--- config.mk ---
export PLATFORM = sky130hd
export DESIGN_NAME = costas_tone_sequencer_flat
export DESIGN_NICKNAME = d
export VERILOG_FILES = /design/src/rtl/costas_tone_sequencer_pkg.sv /design/src/rtl/costas_tone_sequencer_if.sv /design/src/rtl/costas_tone_sequencer_tick_edge_detect.sv /design/src/rtl/costas_tone_sequencer.sv /design/src/flat_wrapper.sv
export SDC_FILE = /design/constraint.sdc
export NUM_CORES = 1
export LEC_CHECK = 0
export BUFFER_PORTS_ARGS = -buffer_cell sky130_fd_sc_hd__buf_2
export CORE_UTILIZATION = 25
export DETAILED_ROUTE_END_ITERATION = 6
export SETUP_SLACK_MARGIN = 0.3
export SLEW_MARGIN = 20
export SYNTH_ARGS = -nofsm -noshare
export SYNTH_HDL_FRONTEND = slang
export SYNTH_SLANG_ARGS = --single-unit
export TNS_END_PERCENT = 100
--- constraint.sdc ---
create_clock -name clock -period 2.4 [get_ports clock]
set_clock_uncertainty 0.1 [all_clocks]
set_input_delay 0.48 -clock clock [delete_from_list [all_inputs] [get_ports clock]]
set_output_delay 0.48 -clock clock [all_outputs]
set_load 0.005 [all_outputs]
--- src/rtl/costas_tone_sequencer_pkg.sv ---
// Shared types and the 7-element Costas permutation for the tone sequencer.
// The permutation is kept here so every consumer uses the same table.
package costas_pkg;

    localparam int COSTAS_LEN = 7;

    typedef logic [2:0] tone_t;

    typedef enum logic [1:0] {
        IDLE = 2'd0,
        ARM  = 2'd1,
        PLAY = 2'd2,
        FIN  = 2'd3
    } seq_state_t;

    // COSTAS_ARRAY = {3,1,4,0,6,5,2}, index 0 first.
    function automatic tone_t costas_tone(input logic [2:0] pos);
        case (pos)
            3'd0:    return 3'd3;
            3'd1:    return 3'd1;
            3'd2:    return 3'd4;
            3'd3:    return 3'd0;
            3'd4:    return 3'd6;
            3'd5:    return 3'd5;
            3'd6:    return 3'd2;
            default: return 3'd0;
        endcase
    endfunction

endpackage

--- src/rtl/costas_tone_sequencer_if.sv ---
// Control/status bundle between the symbol-rate front end and the tone sequencer.
interface costas_tone_sequencer_if #(
    parameter int FTW_W = 32
);
    import costas_pkg::*;

    // start is a one-cycle request with no ready: it is taken only while busy=0 and
    // abort=0, otherwise dropped. tone_idx/ftw/seq_pos are meaningful while tone_valid=1;
    // done is a one-cycle pulse and abort always wins over start and sym_tick.
    logic              start;
    logic              abort;
    logic              sym_tick;
    logic              tone_valid;
    tone_t             tone_idx;
    logic [FTW_W-1:0]  ftw;
    logic [2:0]        seq_pos;
    logic              busy;
    logic              done;
    seq_state_t        state;

    modport master (
        output start, abort, sym_tick,
        input  tone_valid, tone_idx, ftw, seq_pos, busy, done, state
    );

    modport slave (
        input  start, abort, sym_tick,
        output tone_valid, tone_idx, ftw, seq_pos, busy, done, state
    );

endinterface

--- src/rtl/costas_tone_sequencer_tick_edge_detect.sv ---
// Rising-edge detector for the symbol tick: one pulse per high period of in.
module tick_edge_detect (
    input  logic clock,
    input  logic reset_n,
    input  logic in,
    output logic rise
);

    logic prev_q;

    always_ff @(posedge clock) begin
        if (!reset_n) begin
            prev_q <= 1'b0;
        end else begin
            prev_q <= in;
        end
    end

    assign rise = in & ~prev_q;

endmodule

--- src/rtl/costas_tone_sequencer.sv ---
// Steps through the Costas permutation on each symbol tick, N_REPEAT passes per start,
// and drives tone index plus NCO tuning word; pulses done after the last symbol.
module costas_tone_sequencer
    import costas_pkg::*;
#(
    parameter int               N_REPEAT    = 3,
    parameter int               FTW_W       = 32,
    parameter logic [FTW_W-1:0] BASE_FTW    = 32'h0100_0000,
    parameter logic [FTW_W-1:0] SPACING_FTW = 32'h0000_1000
) (
    input  logic                     clock,
    input  logic                     reset_n,
    costas_tone_sequencer_if.slave   bus
);

    localparam int                PASS_W    = (N_REPEAT > 1) ? $clog2(N_REPEAT) : 1;
    localparam logic [PASS_W-1:0] LAST_PASS = PASS_W'(N_REPEAT - 1);
    localparam logic [2:0]        LAST_POS  = 3'(COSTAS_LEN - 1);

    seq_state_t        state_q, state_d;
    logic [2:0]        pos_q, pos_d;
    logic [PASS_W-1:0] pass_q, pass_d;
    tone_t             idx_q, idx_d;
    logic [FTW_W-1:0]  ftw_q, ftw_d;
    logic              tick;

    tick_edge_detect u_tick (
        .clock   (clock),
        .reset_n (reset_n),
        .in      (bus.sym_tick),
        .rise    (tick)
    );

    always_comb begin
        state_d = state_q;
        pos_d   = pos_q;
        pass_d  = pass_q;
        idx_d   = idx_q;

        unique case (state_q)
            IDLE: begin
                if (bus.start) begin
                    state_d = ARM;
                end
            end
            ARM: begin
                if (tick) begin
                    state_d = PLAY;
                    pos_d   = 3'd0;
                    pass_d  = '0;
                    idx_d   = costas_tone(3'd0);
                end
            end
            PLAY: begin
                if (tick) begin
                    if (pos_q != LAST_POS) begin
                        pos_d = pos_q + 3'd1;
                    end else if (pass_q != LAST_PASS) begin
                        pos_d  = 3'd0;
                        pass_d = pass_q + PASS_W'(1);
                    end else begin
                        state_d = FIN;
                    end
                    idx_d = costas_tone(pos_d);
                end
            end
            FIN: begin
                state_d = IDLE;
            end
            default: begin
                state_d = IDLE;
            end
        endcase

        if (bus.abort) begin
            state_d = IDLE;
        end

        // Every return to IDLE (normal, abort) clears the visible outputs.
        if (state_d == IDLE) begin
            pos_d  = 3'd0;
            pass_d = '0;
            idx_d  = '0;
        end
    end

    // Tone and tuning word are loaded from the same next-tone value so they never disagree.
    always_comb begin
        ftw_d = ftw_q;
        if (state_d == IDLE) begin
            ftw_d = '0;
        end else if (state_d == PLAY) begin
            ftw_d = BASE_FTW + FTW_W'(idx_d) * SPACING_FTW;
        end
    end

    always_ff @(posedge clock) begin
        if (!reset_n) begin
            state_q <= IDLE;
            pos_q   <= 3'd0;
            pass_q  <= '0;
            idx_q   <= '0;
            ftw_q   <= '0;
        end else begin
            state_q <= state_d;
            pos_q   <= pos_d;
            pass_q  <= pass_d;
            idx_q   <= idx_d;
            ftw_q   <= ftw_d;
        end
    end

    assign bus.tone_valid = (state_q == PLAY);
    assign bus.busy       = (state_q != IDLE);
    assign bus.done       = (state_q == FIN);
    assign bus.tone_idx   = idx_q;
    assign bus.ftw        = ftw_q;
    assign bus.seq_pos    = pos_q;
    assign bus.state      = state_q;

endmodule
--- src/flat_wrapper.sv ---
// flat-port wrapper written by rule: the top's interface ports become plain ports
module costas_tone_sequencer_flat import costas_pkg::*;
#(
    parameter int               N_REPEAT    = 3,
    parameter int               FTW_W       = 32,
    parameter logic [FTW_W-1:0] BASE_FTW    = 32'h0100_0000,
    parameter logic [FTW_W-1:0] SPACING_FTW = 32'h0000_1000
)
  (clock, reset_n, bus_start, bus_abort, bus_sym_tick, bus_tone_valid, bus_tone_idx, bus_ftw, bus_seq_pos, bus_busy, bus_done, bus_state);
  costas_tone_sequencer_if #(.FTW_W(FTW_W)) bus_i ();
  input  logic clock;
  input  logic reset_n;
  input wire logic [$bits(bus_i.start)-1:0] bus_start;
  input wire logic [$bits(bus_i.abort)-1:0] bus_abort;
  input wire logic [$bits(bus_i.sym_tick)-1:0] bus_sym_tick;
  output wire logic [$bits(bus_i.tone_valid)-1:0] bus_tone_valid;
  output wire logic [$bits(bus_i.tone_idx)-1:0] bus_tone_idx;
  output wire logic [$bits(bus_i.ftw)-1:0] bus_ftw;
  output wire logic [$bits(bus_i.seq_pos)-1:0] bus_seq_pos;
  output wire logic [$bits(bus_i.busy)-1:0] bus_busy;
  output wire logic [$bits(bus_i.done)-1:0] bus_done;
  output wire logic [$bits(bus_i.state)-1:0] bus_state;
  assign bus_i.start = bus_start;
  assign bus_i.abort = bus_abort;
  assign bus_i.sym_tick = bus_sym_tick;
  assign bus_tone_valid = bus_i.tone_valid;
  assign bus_tone_idx = bus_i.tone_idx;
  assign bus_ftw = bus_i.ftw;
  assign bus_seq_pos = bus_i.seq_pos;
  assign bus_busy = bus_i.busy;
  assign bus_done = bus_i.done;
  assign bus_state = bus_i.state;
  costas_tone_sequencer #(.N_REPEAT(N_REPEAT), .FTW_W(FTW_W), .BASE_FTW(BASE_FTW), .SPACING_FTW(SPACING_FTW)) u_core (.clock(clock), .reset_n(reset_n), .bus(bus_i));
endmodule
; Word-level counts from Yosys, hierarchy flattened
; Index checks and enable logic that the tools add are counted.
[totals]
ff_bits = 43
wordCells = 59
out_inout_bits = 43
input_bits = 5
[classes]
add_sub_neg = 3
n_mux = 24
n_reduce_logical = 8
bitwise = 3
eq_ne = 15
[op_table]
columns = cell, count
row1 = 3-bit two-way mux, 9
row2 = 25-bit by 15-bit adder with 26-bit output (first input constant), 1
row3 = 2-bit two-way mux, 10
row4 = 3-bit case mux with 6 select lines, 1
row5 = 3-bit case mux with 2 select lines, 2
row6 = 3-bit == test (second input constant), 3
row7 = 2-bit case mux with 4 select lines, 1
row8 = 2-bit == test (second input constant), 3
row9 = 2-bit by 1-bit inequality test with 1-bit output (second input constant), 3
row10 = 5-bit AND reduction, 1
row11 = 2-bit zero test, 2
row12 = 2-bit inequality test (second input constant), 2
row13 = 2-bit case mux with 2 select lines, 1
row14 = 2-bit nonzero test, 2
row15 = 3-bit by 1-bit adder with 3-bit output (second input constant), 1
row16 = 3-bit by 1-bit == test with 1-bit output (second input constant), 1
row17 = 3-bit by 2-bit == test with 1-bit output (second input constant), 1
row18 = 3-bit zero test, 1
row19 = 3-bit inequality test (second input constant), 1
row20 = 3-bit AND reduction, 1
row21 = 2-bit by 1-bit adder with 2-bit output (second input constant), 1
row22 = 2-bit by 1-bit == test with 1-bit output (second input constant), 1
row23 = 1-bit inverter, 2
row24 = 2-bit OR reduction, 1
row25 = 1-bit AND, 1

; Longest topological paths before layout
[logic_depth]
depth_word = 11
mapped_depth = 8
depth_no_buf = 7

; Hierarchy
; Synthesis repeated with hierarchy kept, for this count alone.
[unflattened]
hier_cells = 149
area_unflattened_um2 = 1266.2
[by_module_without_submodules]
columns = module, area_each_um2, cells_each, n_inst, seq_area_each_um2
row1 = costas_tone_sequencer, 1226.2, 146, 1, 280.3
row2 = tick_edge_detect, 40.0, 3, 1, 20.0

; Worst setup path after synthesis
; OpenSTA, ideal clock, no wires.
[synth_timing]
kind = reg-to-reg
from = register u_core.pos_q[0] (netlist: u_core.bus.seq_pos[0])
to = register u_core.pos_q[0] (netlist: u_core.bus.seq_pos[0])
path_buffers = 1
required_ps = 2168
setup_time_ps = 132
stages_incl_launch_ff = 9
path_slack_ps = 471
synth_period_minus_slack_ps = 1929
t_arrival_ps = 1697
cell_sequence = dfxtp_1 -> inv_1 -> ha_1 -> buf_6 -> and2_4 -> a41oi_4 -> o21ai_2 -> a21oi_2 -> nor3b_1
[synth_between]
elab_chain_cells = 7
word_cells_on_any_way = 14
classes_between = add/sub (1) / eq/ne (1) / mux (10) / reduce/logical (2)
[synth_rtl]
columns = item, line_no
row1 = start: declaration, costas_tone_sequencer.sv:21  ; logic [2:0] pos_q, pos_d;
row2 = start signal: assignment, costas_tone_sequencer.sv:106  ; pos_q <= pos_d;
row3 = "parallel branches: the longest is 7 deep, another holds 3-bit by 1-bit adder with 3-bit output", -
; Parallel ways; which one is timed is not known. The select of a mux whose other input is x is not followed.
; A chain may end at the register's enable or synchronous reset.

; Worst setup path in the final report
[layout_timing]
from = register u_core.state_q[1] (netlist: u_core.bus.state[1])
to = register u_core.idx_q[2] (netlist: u_core.bus.tone_idx[2])
[layout_between]
elab_chain_cells = 7
word_cells_on_any_way = 14
classes_between = eq/ne (3) / mux (9) / reduce/logical (2)
[layout_rtl]
columns = item, line_no
row1 = start: declaration, costas_tone_sequencer.sv:20  ; seq_state_t state_q, state_d;
row2 = start signal: assignment, costas_tone_sequencer.sv:105  ; state_q <= state_d;
row3 = 2-bit two-way mux, costas_tone_sequencer.sv:58  ; end else if (pass_q != LAST_PASS) begin
row4 = 2-bit two-way mux, costas_tone_sequencer.sv:56  ; if (pos_q != LAST_POS) begin
row5 = 2-bit two-way mux, costas_tone_sequencer.sv:55  ; if (tick) begin
row6 = 2-bit case mux with 4 select lines, costas_tone_sequencer.sv:40  ; unique case (state_q)
row7 = 2-bit two-way mux, costas_tone_sequencer.sv:75  ; if (bus.abort) begin
row8 = 2-bit zero test, costas_tone_sequencer.sv:80  ; if (state_d == IDLE) begin
row9 = 3-bit two-way mux (*), costas_tone_sequencer.sv:80
row10 = end signal: assignment, costas_tone_sequencer.sv:108  ; idx_q <= idx_d;
row11 = end: declaration, costas_tone_sequencer.sv:23  ; tone_t idx_q, idx_d;
; Every way passes the cells marked *; elsewhere a longest branch is shown, timed or not.

==> flow_metrics.tcl <==
set metrics [dict create \
    antenna_left 0 \
    cts_buffers 3 \
    endpoint_kind "flip-flop" \
    hold_viol_final 0 \
    hp-start "bus_sym_tick" \
    first_pass_iters 4 \
    min_period_ns 1.98 \
    rsz0062_at_grt "false" \
    die_x_um 73.1 \
    tns_ns 0 \
    regToRegStartpoint "u_core.bus.state[1]" \
    cts_setup_buffers 0 \
    overflow 0 \
    highest_layer "met4" \
    outcome "completed" \
    slowest_stage "dfxtp_1" \
    avgSynthCellArea_um2 8.54 \
    drc 0 \
    place.gp.congestion 0.857 \
    yosysMostFrequentCell "buf_4" \
    synth_top_area_share_pct 23.8 \
    cts_buffer_depth 2 \
    crit_start "u_core.bus.state[1]" \
    fillers 533 \
    cp_data_arrival_time_ns 2.05 \
    hold_path.class "in2reg" \
    max_freq_ghz 0.506 \
    drt-met1-wl_um 1230 \
    path_class "reg2reg" \
    wl_met3_um 109 \
    cts_tree "built" \
    start_kind "flip-flop" \
    dp_cells 230 \
    irDropWorstVdd_mv 0.224 \
    clock_latency_ns 0.25 \
    path_clk_slew_ns 0.06 \
    regArea_um2 302 \
    wl_met2_um 1300 \
    critical_path_required_ns 2.47 \
    power_density_nw_per_um2 396 \
    coreArea_um2 4790 \
    pin_count 48 \
    synth-edff-count 0 \
    start_util_pct 26.4 \
    drive_above_1_share_pct 26.8 \
    fin_util_pct 29.6 \
    die_area_um2 5340 \
    ys_ff_latch 15 \
    drt_iter0_drc 22 \
    htree_levels 1 \
    ys_top_cells_by_count "buf_4 (29), dfxtp_1 (15), nor3b_1 (11)" \
    yosys.area.top_type "dfxtp_1" \
    synthArstFlopShare_pct 0 \
    clock-sinks 15 \
    seq_area_frac_synth_pct 23.8 \
    clockRootBuffer "clkbuf_8" \
    yosysWarnings 0 \
    area_delta_synth_final_pct 12.2 \
    wirelength_um 2680 \
    vias 1037 \
    synth_area_leaders "dfxtp_1 (24%), buf_4 (17%), ha_1 (9.9%)" \
    synth_ff_type "dfxtp_1" \
    wl_per_cell_um 11.4 \
    cap_violations 0 \
    portBuffers 19 \
    multi_input_area_um2 850 \
    finalSetupViolCount 0 \
    grt_max_degree 13 \
    grt_pass1_wl_um 4190 \
    grt_pass1_vias 915 \
    global_route.usage.total_pct 9.99 \
    antenna_found_initial 0 \
    final_cells 235 \
    vias_per_cell 4.41 \
    cp_cell_sequence "inv_1 > ha_1 > and3_1 > a32oi_1 > a21o_1 > nor3b_1" \
    critical_path.max_fanout 9 \
    num_antenna_cells 0 \
    slew_violations 0 \
    synth_area_um2 1260 \
    timing.final.crit_share_pct 82.3 \
    die_h_um 73.1 \
    cpPeakStageDelay_ns 0.45 \
    final_nets 184 \
    yosysUniqueCellTypes 45 \
    leakage_nw 0.605 \
    hpwl_um 2010 \
    postCtsHoldBufs 0 \
    syn_inst 148 \
    num_rows 25 \
]
[final timing paths]
kind	slack [ns]	depth (start not counted)	to
worst min register to register	0.37	1	u_core.bus.ftw[14]
worst max-delay path	0.42	6	u_core.bus.tone_idx[2]
worst min-delay path	0.36	2	u_core.u_tick.prev_q
worst max register to register	0.42	6	u_core.bus.tone_idx[2]
[critical path, delay by kind of cell, from the launching register on]
family                     cells  cell delay, ns
AOI/OAI and AO/OA              2            0.31
adders and majority gates      1            0.44
buffers and inverters          1            0.12
DFF                            1            0.45
and+or+nand+nor                2            0.46
[cells in the final DEF (no fill, tap or decap), types with 2 or more instances in the layout]
cell,n
nor3b_1,9
nor2_1,5
nand4_1,2
ha_2,3
a21oi_1,7
a21oi_4,2
nor3b_2,3
a221oi_1,2
nor2b_2,2
conb_1,28
buf_2,19
nor4_1,2
nand3_1,4
nor3_1,2
o31ai_1,2
nand3b_1,2
inv_1,6
dfxtp_1,14
buf_4,2
o21ai_0,8
and3_1,2
nand2_1,4
ha_1,7
nand2b_1,2
clkbuf_8,3
a22oi_1,3
[state kept, by name, summed over array words and instances, names as in the netlist]
name,count
u_core.bus.tone_idx,3
u_core.bus.ftw,4
u_core.bus.seq_pos,3
u_core.pass_q,2
u_core.u_tick.prev_q,1
u_core.bus.state,2
[cell families after synthesis]
logic type / after synthesis / synth area share [%]
other: 1 / 0.297
multiplexers: 1 / 0.792
flip-flops: 15 / 23.8
adder cells (fa/ha/maj): 10 / 9.90
buffers and inverters: 40 / 21.8
AO/OA/AOI/OAI: 34 / 19.7
AND/OR/NAND/NOR: 47 / 23.8
[stage by stage]
stage	power [mW]	setup WS [ns]	cell area (um^2)	hold WS, ns
after floorplan	0.358	0.471	1370	0.356
after global placement	0.344	0.224	1310	0.351
after detailed placement	0.345	0.198	1310	0.363
after CTS	0.557	0.283	1370	0.353
after global routing	0.589	0.300	1420	0.374
final	0.562	0.425	1420	0.356
[layer usage]
metal  track usage, %  up-vias
li1                 -      510
met1             12.3      487
met2             17.1       35
met3             1.66        5
met4             4.14        0
met5                0        -
[cell type report]
| cell class | instances | area share (%) |
|---|---|---|
| multi-input combinational | 121 | 59.9 |
| sequential | 15 | 21.3 |
| timing repair buffer | 21 | 7.77 |
| tap | 67 | 5.91 |
| clock buffer | 3 | 2.91 |
| inverter | 7 | 1.85 |
| clock inverter | 1 | 0.353 |
[what timing repair did]
action / in CTS / in global routing
gates cloned: 0 / 1
pin swaps: 0 / 1
resized for setup: 3 / 10
endpoints found under the setup margin: 10 / 12
[power by group]
group	internal, mW	total [mW]	switching (mW)	leakage [nW]
Sequential	0.253	0.256	0.00353	0.122
Combinational	0.0374	0.0984	0.0610	0.457
Clock	0.115	0.207	0.0919	0.0255
Total	0.405	0.562	0.156	0.605
No activity file was read; power rests on OpenSTA's default activity.
